$ cat src/rtl/sap1_controller_pkg.sv
// sap1_controller_pkg: opcodes, control-word bit indices and sizes shared by the SAP-1 controller.
package sap1_controller_pkg;
    localparam int OP_W     = 4;
    localparam int T_STATES = 6;
    localparam int CON_W    = 12;
    localparam logic [OP_W-1:0] OP_LDA = 4'h0;
    localparam logic [OP_W-1:0] OP_ADD = 4'h1;
    localparam logic [OP_W-1:0] OP_SUB = 4'h2;
    localparam logic [OP_W-1:0] OP_OUT = 4'hE;
    localparam logic [OP_W-1:0] OP_HLT = 4'hF;
    localparam int CON_CP = 11;
    localparam int CON_EP = 10;
    localparam int CON_LM = 9;
    localparam int CON_CE = 8;
    localparam int CON_LI = 7;
    localparam int CON_EI = 6;
    localparam int CON_LA = 5;
    localparam int CON_EA = 4;
    localparam int CON_SU = 3;
    localparam int CON_EU = 2;
    localparam int CON_LB = 1;
    localparam int CON_LO = 0;
endpackage

$ cat src/rtl/sap1_controller_ring_counter.sv
// ring_counter: one-hot rotate-left T-state generator; clr loads bit 0, en gates rotation.
module ring_counter #(
    parameter int N = 6
) (
    input  logic         clk,
    input  logic         clr,
    input  logic         en,
    output logic [N-1:0] q
);
    always_ff @(posedge clk) begin
        if (clr)
            q <= N'(1);
        else if (en)
            q <= {q[N-2:0], q[N-1]};
    end
endmodule

$ cat src/rtl/sap1_controller.sv
// sap1_controller: SAP-1 T1..T6 sequencer and opcode decoder producing the 12-bit control word.
module sap1_controller
    import sap1_controller_pkg::*;
(
    input  logic                clk,
    input  logic                clr,
    input  logic [OP_W-1:0]     instr_op,
    output logic [T_STATES-1:0] t_state,
    output logic [CON_W-1:0]    con,
    output logic                halted
);
    logic hlt_now;
    // Freeze the ring on the halting edge itself so it stays parked at T4.
    assign hlt_now = t_state[3] && instr_op == OP_HLT;
    ring_counter #(.N(T_STATES)) u_ring (
        .clk (clk),
        .clr (clr),
        .en  (!(halted || hlt_now)),
        .q   (t_state)
    );
    always_ff @(posedge clk) begin
        if (clr)
            halted <= 1'b0;
        else if (hlt_now)
            halted <= 1'b1;
    end
    always_comb begin
        con = '0;
        if (!halted) begin
            if (t_state[0]) begin
                con[CON_EP] = 1'b1;
                con[CON_LM] = 1'b1;
            end
            if (t_state[1])
                con[CON_CP] = 1'b1;
            if (t_state[2]) begin
                con[CON_CE] = 1'b1;
                con[CON_LI] = 1'b1;
            end
            if (t_state[3]) begin
                case (instr_op)
                    OP_LDA, OP_ADD, OP_SUB: begin
                        con[CON_EI] = 1'b1;
                        con[CON_LM] = 1'b1;
                    end
                    OP_OUT: begin
                        con[CON_EA] = 1'b1;
                        con[CON_LO] = 1'b1;
                    end
                    default: ;
                endcase
            end
            if (t_state[4]) begin
                case (instr_op)
                    OP_LDA: begin
                        con[CON_CE] = 1'b1;
                        con[CON_LA] = 1'b1;
                    end
                    OP_ADD, OP_SUB: begin
                        con[CON_CE] = 1'b1;
                        con[CON_LB] = 1'b1;
                    end
                    default: ;
                endcase
            end
            if (t_state[5] && (instr_op == OP_ADD || instr_op == OP_SUB)) begin
                con[CON_EU] = 1'b1;
                con[CON_LA] = 1'b1;
                con[CON_SU] = instr_op == OP_SUB;
            end
        end
    end
endmodule

$ cat config.mk
export PLATFORM = sky130hd
export DESIGN_NAME = sap1_controller
export DESIGN_NICKNAME = d
export VERILOG_FILES = /design/src/rtl/sap1_controller_pkg.sv /design/src/rtl/sap1_controller_ring_counter.sv /design/src/rtl/sap1_controller.sv
export SDC_FILE = /design/constraint.sdc
export NUM_CORES = 1
export LEC_CHECK = 0
export ABC_AREA = 1
export ABC_CLOCK_PERIOD_IN_PS = 2000
export BUFFER_PORTS_ARGS = -buffer_cell sky130_fd_sc_hd__buf_4
export CELL_PAD_IN_SITES_DETAIL_PLACEMENT = 1
export CELL_PAD_IN_SITES_GLOBAL_PLACEMENT = 2
export CORE_UTILIZATION = 21
export CTS_BUF_LIST = sky130_fd_sc_hd__clkbuf_16
export CTS_CLUSTER_SIZE = 16
export DETAILED_ROUTE_END_ITERATION = 8
export PLACE_DENSITY = 0.83
export SLEW_MARGIN = 25
export SYNTH_ARGS = -nofsm -noshare
export SYNTH_HDL_FRONTEND = slang
export SYNTH_HIERARCHICAL = 1
export SYNTH_SLANG_ARGS = --single-unit
export TNS_END_PERCENT = 5
$ cat constraint.sdc
create_clock -name clk -period 2 [get_ports clk]
set_clock_uncertainty 0.15 [all_clocks]
set_input_delay 0.2 -clock clk [delete_from_list [all_inputs] [get_ports clk]]
set_output_delay 0.2 -clock clk [all_outputs]
set_load 0.01 [all_outputs]
==> impl_metrics.env, run 1 <==
export IMPL_synth_seq_cells=7
export IMPL_layout_nets=106
export IMPL_port_buffers=24
export IMPL_insertion_delay_ns=0.23
export IMPL_multi_input_area_sq_um=224
export IMPL_setup_violations=0
export IMPL_gp_congestion=0.711
export IMPL_r2r_slack_ns=0.56
export IMPL_syn_nets=79
export IMPL_status="finished clean"
export IMPL_core_sq_mm=0.00198
export IMPL_setup_tns_ns=0
export IMPL_place_hpwl_um=1000
export IMPL_regArea_sq_um=140
export IMPL_critPathLaunchType="flip-flop"
export IMPL_cts_buffers=3
export IMPL_syn2layout_area_growth_pct=60.2
export IMPL_slowest_stage="dfxtp_1"
export IMPL_cts_clk_slew_worst_paths_ns=0.04
export IMPL_placed_cells=121
export IMPL_htreeDepth=1
export IMPL_cts_tree="built"
export IMPL_drive_gt1_frac=0.354
export IMPL_cp_max_fo=11
export IMPL_arrival_ns=1.27
export IMPL_postSynthCellCount=73
export IMPL_cts_setup_buffers=0
export IMPL_antenna_found_initial=0
export IMPL_endpoint_kind="primary output"
export IMPL_cp_cell_sequence="inv_2, nand2_1, o22ai_1, buf_4"
export IMPL_antenna_cells=0
export IMPL_yosysSeqAreaShare=0.312
export IMPL_fillers=270
export IMPL_grt_max_degree=14
export IMPL_clock_root_buffer="clkbuf_16"
export IMPL_drc=0
export IMPL_vdd_drop_max_mv=0.416
export IMPL_drtIter0Drc=2
export IMPL_crit_required_ns=1.65
export IMPL_crit_start="halted"
export IMPL_wire_per_inst_um=10.3
export IMPL_timing_final_crit_share=0.810
export IMPL_layout_commonest_cell="buf_4"
export IMPL_syn_area_per_cell_sq_um=6.15
export IMPL_grt_pass1_vias=471
export IMPL_reg2reg_from="halted"
export IMPL_clockBufferDepth=2
export IMPL_r2r_end="u_ring/q[5]"
export IMPL_die_h_um=48.3
export IMPL_fin_cells=126
export IMPL_pin_count=25
export IMPL_grt_use_total=0.125
export IMPL_ys_warn_count=6
export IMPL_grt_overflow_total=0
export IMPL_die_w_um=48.3
export IMPL_tightest_slew_ns=0.502
export IMPL_cts_hold_buf=1
export IMPL_power_mw=0.550
export IMPL_slew_viol_final=0
export IMPL_crit_type="flip-flop to primary output"
export IMPL_rsz0062_at_grt="no"
export IMPL_final_cell_mix="24 x buf_4, 18 x nor2_1, 16 x nand2_1, 14 x inv_1, 7 x dfxtp_1"
export IMPL_p_leak_nw=0.412
export IMPL_post_cts_resized=0
export IMPL_grt_pass1_wl_um=2000
export IMPL_ff2ff_path_depth=4
export IMPL_clock_sinks=7
export IMPL_detail_route_antenna_nets=0
export IMPL_fin_crit_ns=1.62
export IMPL_timing_hold_violations_final=0
export IMPL_vias=514
export IMPL_relSlewSlack=0.665
export IMPL_viasPerCell=4.08
export IMPL_power_density_mw_per_mm2=764
export IMPL_max_stage_delay_ns=0.61
export IMPL_initial_core_util=0.227
export IMPL_critical_path_endpoint="con[9]"
export IMPL_syn_area_sq_um=449
export IMPL_wl_um=1300
export IMPL_rows=16
export IMPL_die_area_sq_mm=0.00233
export IMPL_hp_class="flip-flop to flip-flop"
export IMPL_firstDrtPassIters=3
export IMPL_fmax_mhz=617
export IMPL_ys_types=16
export IMPL_max_cap_violations=0
[synthesized netlist by cell type]
master | number | area share
nand3_1 | 4 | 0.045
nor2_4 | 1 | 0.025
nor2_1 | 18 | 0.15
nand4_1 | 2 | 0.028
nand2_2 | 1 | 0.014
inv_2 | 1 | 0.0083
buf_4 | 1 | 0.017
nor3_2 | 1 | 0.022
dfxtp_1 | 7 | 0.31
o22ai_1 | 1 | 0.014
a21oi_1 | 1 | 0.011
nand2_1 | 16 | 0.13
inv_1 | 13 | 0.11
clkbuf_8 | 1 | 0.031
buf_6 | 1 | 0.025
nor2_2 | 4 | 0.056
[worst max-delay path, delay by kind of cell (launching register included)]
family,cells,cell delay [ns]
compound gates,1,0.08
buf+inv,2,0.25
simple gates,1,0.10
flops,1,0.61
[kinds of logic (layout without fill, tap and decap cells)]
group | Yosys count | after routing | share of synthesized area
AOI/OAI and AO/OA | 2 | 2 | 0.0251
buffers and inverters | 17 | 43 | 0.189
DFF | 7 | 7 | 0.312
and+or+nand+nor | 47 | 47 | 0.474
[power by group]
group          internal (mW)  total, mW  switching (mW)
logic                 0.0312     0.0638          0.0326
registers              0.146      0.152         0.00637
clock network          0.260      0.334          0.0739
total                  0.437      0.550           0.113
[per-stage QoR]
step,utilization,setup slack (ns),cell area [sq um],hold slack (ns)
final,0.363,0.380,719,0.351
after detailed placement,0.318,0.564,631,0.220
after CTS,0.363,0.352,719,0.359
after global routing,0.363,0.268,719,0.393
after floorplan,-,0.685,449,0.117
after global placement,0.318,0.561,631,0.219
[metal layers]
layer  vias to the layer above  track usage  wire [um]
met4                         0       0.0667         14
li1                        267            -          -
met5                         -            0          0
met3                         2       0.0333         91
met2                        16        0.208        644
met1                       229        0.144        547
[area by class of cell]
class | count | share of cell area
Clock buffer | 3 | 0.104
Clock inverter | 1 | 0.00522
Inverter | 14 | 0.0730
Multi-Input combinational cell | 49 | 0.311
Sequential cell | 7 | 0.195
Tap cell | 27 | 0.0470
Timing Repair Buffer | 25 | 0.264
[sequential cells by signal (all words and copies together) (netlist names)]
register and count:
halted 1, u_ring/q 6
[how the worst min path moves through the flow]
stage | startpoint | to | slack, ns | cells past startpoint
global route | u_ring/q[0] | u_ring/q[0] | 0.39 | 2
CTS | u_ring/q[0] | u_ring/q[0] | 0.36 | 2
finish | u_ring/q[0] | u_ring/q[0] | 0.35 | 2
floorplan | clr | halted | 0.12 | 1
global placement | clr | halted | 0.22 | 2
detailed placement | clr | halted | 0.22 | 2
No activity file was read; power rests on OpenSTA's default activity.
==> inputs of run 2 (changes only) <==
--- a/config.mk
+++ b/config.mk
@@ -6,15 +6,15 @@
 export NUM_CORES = 1
 export LEC_CHECK = 0
 export ABC_AREA = 1
-export ABC_CLOCK_PERIOD_IN_PS = 2000
+export ABC_CLOCK_PERIOD_IN_PS = 1500
 export BUFFER_PORTS_ARGS = -buffer_cell sky130_fd_sc_hd__buf_4
 export CELL_PAD_IN_SITES_DETAIL_PLACEMENT = 1
 export CELL_PAD_IN_SITES_GLOBAL_PLACEMENT = 2
-export CORE_UTILIZATION = 21
+export CORE_UTILIZATION = 19
 export CTS_BUF_LIST = sky130_fd_sc_hd__clkbuf_16
 export CTS_CLUSTER_SIZE = 16
 export DETAILED_ROUTE_END_ITERATION = 8
-export PLACE_DENSITY = 0.83
+export PLACE_DENSITY = 0.77
 export SLEW_MARGIN = 25
 export SYNTH_ARGS = -nofsm -noshare
 export SYNTH_HDL_FRONTEND = slang
==> constraint.sdc (replaced) <==
create_clock -name clk -period 1.5 [get_ports clk]
set_clock_uncertainty 0.15 [all_clocks]
set_input_delay 0.15 -clock clk [delete_from_list [all_inputs] [get_ports clk]]
set_output_delay 0.15 -clock clk [all_outputs]
set_load 0.01 [all_outputs]
==> run 2 against run 1 <==
Compared with the run above: via count up 1.6%; sequential power up 32%; sequential share of layout area fell by 0.68 points; combinational power rose by 42%; flip-flop and latch count unchanged; total power increased by 35%; core utilization fell by 2.3 points; worst setup slack got worse by 0.26 ns; cell count is 4.0% higher; die area up 10%; largest power group unchanged.
==> impl_metrics.env, run 2 (same netlist as run 1, synthesis figures left out) <==
export IMPL_layout_nets=110
export IMPL_setup_violations=0
export IMPL_design_area_sq_um=752
export IMPL_htreeDepth=1
export IMPL_cts_clk_slew_worst_paths_ns=0.04
export IMPL_grt_overflow_total=0
export IMPL_port_buffers=24
export IMPL_detail_route_antenna_nets=0
export IMPL_cp_top_family="flip-flops"
export IMPL_p_int_mw=0.586
export IMPL_slew_viol_final=0
export IMPL_insertion_delay_ns=0.23
export IMPL_cp_cell_sequence="buf_4, nor2_2, nand2_1, nand2_1, buf_4"
export IMPL_r2r_end="u_ring/q[5]"
export IMPL_pwr_share_comb=0.122
export IMPL_critPathLaunchType="flip-flop"
export IMPL_place_ws_ns=0.239
export IMPL_crit_type="flip-flop to primary output"
export IMPL_fin_crit_ns=1.38
export IMPL_firstDrtPassIters=3
export IMPL_ff2ff_path_depth=7
export IMPL_slowest_stage="dfxtp_2"
export IMPL_rsz0062_at_grt="no"
export IMPL_max_stage_delay_ns=0.40
export IMPL_p_sw_frac=0.209
export IMPL_wl_um=1330
export IMPL_viasPerCell=3.98
export IMPL_grt_use_total=0.126
export IMPL_tightest_slew_ns=0.241
export IMPL_grt_pass1_vias=554
export IMPL_wire_per_inst_um=10.2
export IMPL_fmax_mhz=722
export IMPL_drive_gt1_frac=0.388
export IMPL_hp_start="u_ring/q[0]"
export IMPL_vias=522
export IMPL_gp_congestion=0.644
export IMPL_p_leak_nw=0.433
export IMPL_clockBufferDepth=2
export IMPL_grt_max_degree=14
export IMPL_setup_ws_ns=0.115
export IMPL_rows=17
export IMPL_final_cell_mix="28 x buf_4, 18 x nor2_1, 16 x nand2_1, 14 x inv_1, 6 x dfxtp_1"
export IMPL_pin_count=25
export IMPL_die_area_sq_mm=0.00256
export IMPL_cp_num_buf_inv=2
export IMPL_die_h_um=50.6
export IMPL_place_area_sq_um=662
export IMPL_reg2reg_from="u_ring/q[3]"
export IMPL_drc=0
export IMPL_cts_tree="built"
export IMPL_timing_hold_violations_final=0
export IMPL_relSlewSlack=0.838
export IMPL_cp_depth=5
export IMPL_syn2layout_area_growth_pct=67.4
export IMPL_initial_core_util=0.203
export IMPL_layout_commonest_cell="buf_4"
export IMPL_place_hpwl_um=1070
export IMPL_status="finished clean"
export IMPL_antenna_cells=0
export IMPL_cp_max_fo=7
export IMPL_hold_path_end="u_ring/q[0]"
export IMPL_core_sq_mm=0.00221
export IMPL_top_register="u_ring/q"
export IMPL_antenna_found_initial=0
export IMPL_min_delay_path_depth=2
export IMPL_finish_utilization=0.340
export IMPL_cts_buffers=3
export IMPL_drtIter0Drc=6
export IMPL_largest_register_ffs=6
export IMPL_clock_sinks=7
export IMPL_arrival_ns=1.08
export IMPL_setup_tns_ns=0
export IMPL_timing_final_crit_share=0.923
export IMPL_clock_root_buffer="clkbuf_16"
export IMPL_p_sw_mw=0.155
export IMPL_power_frac_seq=0.272
export IMPL_die_w_um=50.6
export IMPL_r2r_slack_ns=0.29
export IMPL_clockPowerShare=0.606
export IMPL_endpoint_kind="primary output"
export IMPL_max_cap_violations=0
export IMPL_vdd_drop_max_mv=0.633
export IMPL_hp_class="flip-flop to flip-flop"
export IMPL_power_density_mw_per_mm2=985
export IMPL_crit_required_ns=1.20
export IMPL_top_regs="u_ring/q x6, halted x1"
export IMPL_grt_pass1_wl_um=2330
-- run 2: cell count changes in the layout (fill, tap and decap cells not counted), sizes merged --
cell  delta
buf      +4
-- run 2: power by group through the flow --
stage	Sequential [mW]	Combinational [mW]	Clock, mW
after global routing	0.203	0.101	0.473
after CTS	0.202	0.0917	0.456
after global placement	0.204	0.0886	0
after detailed placement	0.205	0.0892	0
final	0.201	0.0903	0.449
after floorplan	0.207	0.0365	0
-- run 2: metrics by stage --
step,hold WS (ns),std cells,power [mW]
floorplan,0.0669,73,0.244
global placement,0.171,126,0.293
detailed placement,0.171,126,0.294
CTS,0.366,131,0.749
global route,0.382,131,0.777
finish,0.359,131,0.741
-- run 2: timing repair --
item	4_1_cts	5_1_grt
hold endpoints to repair	1	0
setup buffers	0	0
endpoints found under the setup margin	1	0
hold buffers	1	0
gates resized for setup	1	0
-- run 2: cell type report --
| cell class | instances | area [sq um] |
|---|---|---|
| tap | 28 | 35.0 |
| clock buffer | 3 | 75.1 |
| multi-input combinational | 49 | 224 |
| fill | 304 | 1460 |
| clock inverter | 1 | 3.75 |
| timing repair buffer | 29 | 220 |
| inverter | 14 | 52.6 |
| sequential | 7 | 141 |
-- run 2: metal layers --
metal | GRT usage | vias to the layer above | routed length [um]
met5 | 0 | - | 0
met4 | 0.0694 | 0 | 20
met3 | 0.0394 | 2 | 93
met2 | 0.211 | 17 | 607
met1 | 0.139 | 228 | 613
li1 | - | 275 | -
-- run 2: worst max path at each step --
| stage | slack [ns] | to | start |
|---|---|---|---|
| after floorplan | 0.23 | con[4] | halted |
| after global placement | 0.29 | con[5] | halted |
| after detailed placement | 0.24 | con[5] | halted |
| after CTS | 0.10 | con[5] | halted |
| after global routing | 0.03 | con[5] | u_ring/q[5] |
| final | 0.12 | con[5] | halted |
-- run 2: worst reg2reg max path: cells and delay by family, from the launching register on --
family                 cells  cell delay (ns)
buffers and inverters      1             0.17
flip-flops                 1             0.33
AND/OR/NAND/NOR            6             0.47
==> inputs of run 3 (changes only) <==
--- a/config.mk
+++ b/config.mk
@@ -6,7 +6,7 @@
 export NUM_CORES = 1
 export LEC_CHECK = 0
 export ABC_AREA = 1
-export ABC_CLOCK_PERIOD_IN_PS = 1500
+export ABC_CLOCK_PERIOD_IN_PS = 1300
 export BUFFER_PORTS_ARGS = -buffer_cell sky130_fd_sc_hd__buf_4
 export CELL_PAD_IN_SITES_DETAIL_PLACEMENT = 1
 export CELL_PAD_IN_SITES_GLOBAL_PLACEMENT = 2
==> constraint.sdc (replaced) <==
create_clock -name clk -period 1.3 [get_ports clk]
set_clock_uncertainty 0.15 [all_clocks]
set_input_delay 0.13 -clock clk [delete_from_list [all_inputs] [get_ports clk]]
set_output_delay 0.13 -clock clk [all_outputs]
set_load 0.01 [all_outputs]
==> run 3 against run 2 <==
Compared with the run above: sequential power increased by 14%; clock power increased by 17%; sequential share of layout area decreased by 0.36 points; clock-buffer cell count unchanged; first-iteration DRC count decreased by 33%; register-to-register slack got worse by 0.18 ns; global-route usage decreased by 1.1 points; hold slack got worse by 0.0058 ns; highest routed layer unchanged.
==> impl_metrics.env, run 3 (same netlist as run 1, synthesis figures left out) <==
export IMPL_met3_length_um=81
export IMPL_vias=515
export IMPL_endpoint_kind="primary output"
export IMPL_fmax_mhz=776
export IMPL_layout_nets=110
export IMPL_cp_cell_sequence="buf_4, nor2_1, buf_4"
export IMPL_timing_final_crit_share=0.992
export IMPL_gp_congestion=0.664
export IMPL_cp_top_family="flip-flops"
export IMPL_ff2ff_path_depth=7
export IMPL_largest_register_ffs=6
export IMPL_cp_max_fo=8
export IMPL_wire_per_inst_um=10.3
export IMPL_slew_viol_final=0
export IMPL_timing_hold_violations_final=0
export IMPL_core_sq_mm=0.00221
export IMPL_max_stage_delay_ns=0.38
export IMPL_grt_pass1_wl_um=2150
export IMPL_drive_gt1_frac=0.466
export IMPL_rows=17
export IMPL_grt_overflow_total=0
export IMPL_top_regs="u_ring/q x6, halted x1"
export IMPL_place_area_sq_um=674
export IMPL_die_h_um=50.6
export IMPL_crit_required_ns=1.02
export IMPL_finish_utilization=0.362
export IMPL_hp_class="flip-flop to flip-flop"
export IMPL_final_cell_mix="27 x buf_4, 16 x nor2_1, 15 x nand2_1, 14 x inv_1, 6 x nor2_2"
export IMPL_grt_max_degree=14
export IMPL_clock_sinks=7
export IMPL_design_area_sq_um=801
export IMPL_antenna_cells=0
export IMPL_fin_crit_ns=1.29
export IMPL_cpMostUsedCell="buf_4"
export IMPL_grt_use_total=0.115
export IMPL_r2r_slack_ns=0.11
export IMPL_critPathLaunchType="flip-flop"
export IMPL_drtIter0Drc=4
export IMPL_clockBufferDepth=2
export IMPL_grt_pass1_vias=498
export IMPL_hold_path_end="u_ring/q[0]"
export IMPL_wl_um=1350
export IMPL_firstDrtPassIters=2
export IMPL_cts_tree="built"
export IMPL_tightest_slew_ns=0.253
export IMPL_syn2layout_area_growth_pct=78.3
export IMPL_viasPerCell=3.93
export IMPL_placed_cells=126
export IMPL_p_leak_nw=0.447
export IMPL_arrival_ns=1.01
export IMPL_fin_cells=131
export IMPL_insertion_delay_ns=0.23
export IMPL_setup_violations=0
export IMPL_top_layer="met4"
export IMPL_pin_count=25
export IMPL_die_area_sq_mm=0.00256
export IMPL_relSlewSlack=0.831
export IMPL_cp_num_buf_inv=2
export IMPL_port_buffers=24
export IMPL_initial_core_util=0.203
export IMPL_status="finished clean"
export IMPL_clock_root_buffer="clkbuf_16"
export IMPL_drt_met1_wl_um=591
export IMPL_top_register="u_ring/q"
export IMPL_max_cap_violations=0
export IMPL_hold_ws_ns=0.353
export IMPL_reg2reg_from="u_ring/q[3]"
export IMPL_layout_commonest_cell="buf_4"
export IMPL_detail_route_antenna_nets=0
export IMPL_die_w_um=50.6
export IMPL_htreeDepth=1
export IMPL_power_mw=0.863
export IMPL_antenna_found_initial=0
export IMPL_hp_start="u_ring/q[0]"
export IMPL_r2r_end="u_ring/q[5]"
export IMPL_rsz0062_at_grt="yes"
export IMPL_vdd_drop_max_mv=0.593
export IMPL_slowest_stage="dfxtp_4"
export IMPL_cts_buffers=3
export IMPL_drc=0
export IMPL_crit_type="flip-flop to primary output"
export IMPL_place_hpwl_um=983
export IMPL_power_density_mw_per_mm2=1080
export IMPL_wl_met2_um=639
export IMPL_min_delay_path_depth=2
export IMPL_cts_clk_slew_worst_paths_ns=0.04
-- run 3: cell count changes in the layout (fill, tap and decap cells not counted), moves of 2 or more --
cell	previous run	this run
dfxtp_4	0	2
nand3_1	4	2
nand3_2	0	2
nor2_1	18	16
nor2_2	4	6
-- run 3: layer usage --
metal	vias up	track usage
met4	0	0.0972
met2	17	0.187
li1	274	-
met1	219	0.131
met3	5	0.0152
met5	-	0
-- run 3: report_power, final --
part | internal (mW) | switching (mW)
logic | 0.0544 | 0.0562
registers | 0.221 | 0.00776
clock network | 0.401 | 0.123
total | 0.676 | 0.187
-- run 3: how the worst max path moves through the flow --
stage | start | to | slack [ns] | depth (start not counted)
finish | halted | con[7] | 0.01 | 3
global placement | halted | con[9] | 0.05 | 4
global route | halted | con[4] | -0.05 | 4
floorplan | halted | con[4] | 0.05 | 5
CTS | halted | con[9] | 0.002 | 4
detailed placement | halted | con[9] | 0.06 | 4
-- run 3: cell type report --
class                   count  area [sq um]
fillers                   286          1410
multi-input cells          49           251
repair buffers             29           233
flip-flops and latches      7           148
clock buffers               3          75.1
inverters                  14          55.1
well taps                  28          35.0
clock inverters             1          3.75
-- run 3: worst register-to-register path: cells and delay by family (launching register included) --
family	cells	cell delay (ns)
flops	1	0.32
buf+inv	1	0.14
simple gates	6	0.51
-- run 3: metrics by stage --
| step | setup TNS (ns) | setup slack (ns) |
|---|---|---|
| 5_1_grt | -0.227 | -0.0465 |
| 3_3_place_gp | 0 | 0.0510 |
| 2_1_floorplan | 0 | 0.0550 |
| 4_1_cts | 0 | 0.00220 |
| 3_5_place_dp | 0 | 0.0587 |
| 6_report | 0 | 0.0108 |
-- run 3: repair_timing --
action / CTS / global route
endpoints found under the hold margin: 1 / 0
hold buffers: 1 / 0
gates resized for setup: 5 / 7
pin swaps: 1 / 4
setup buffers: 0 / 0
setup endpoints to repair: 13 / 10
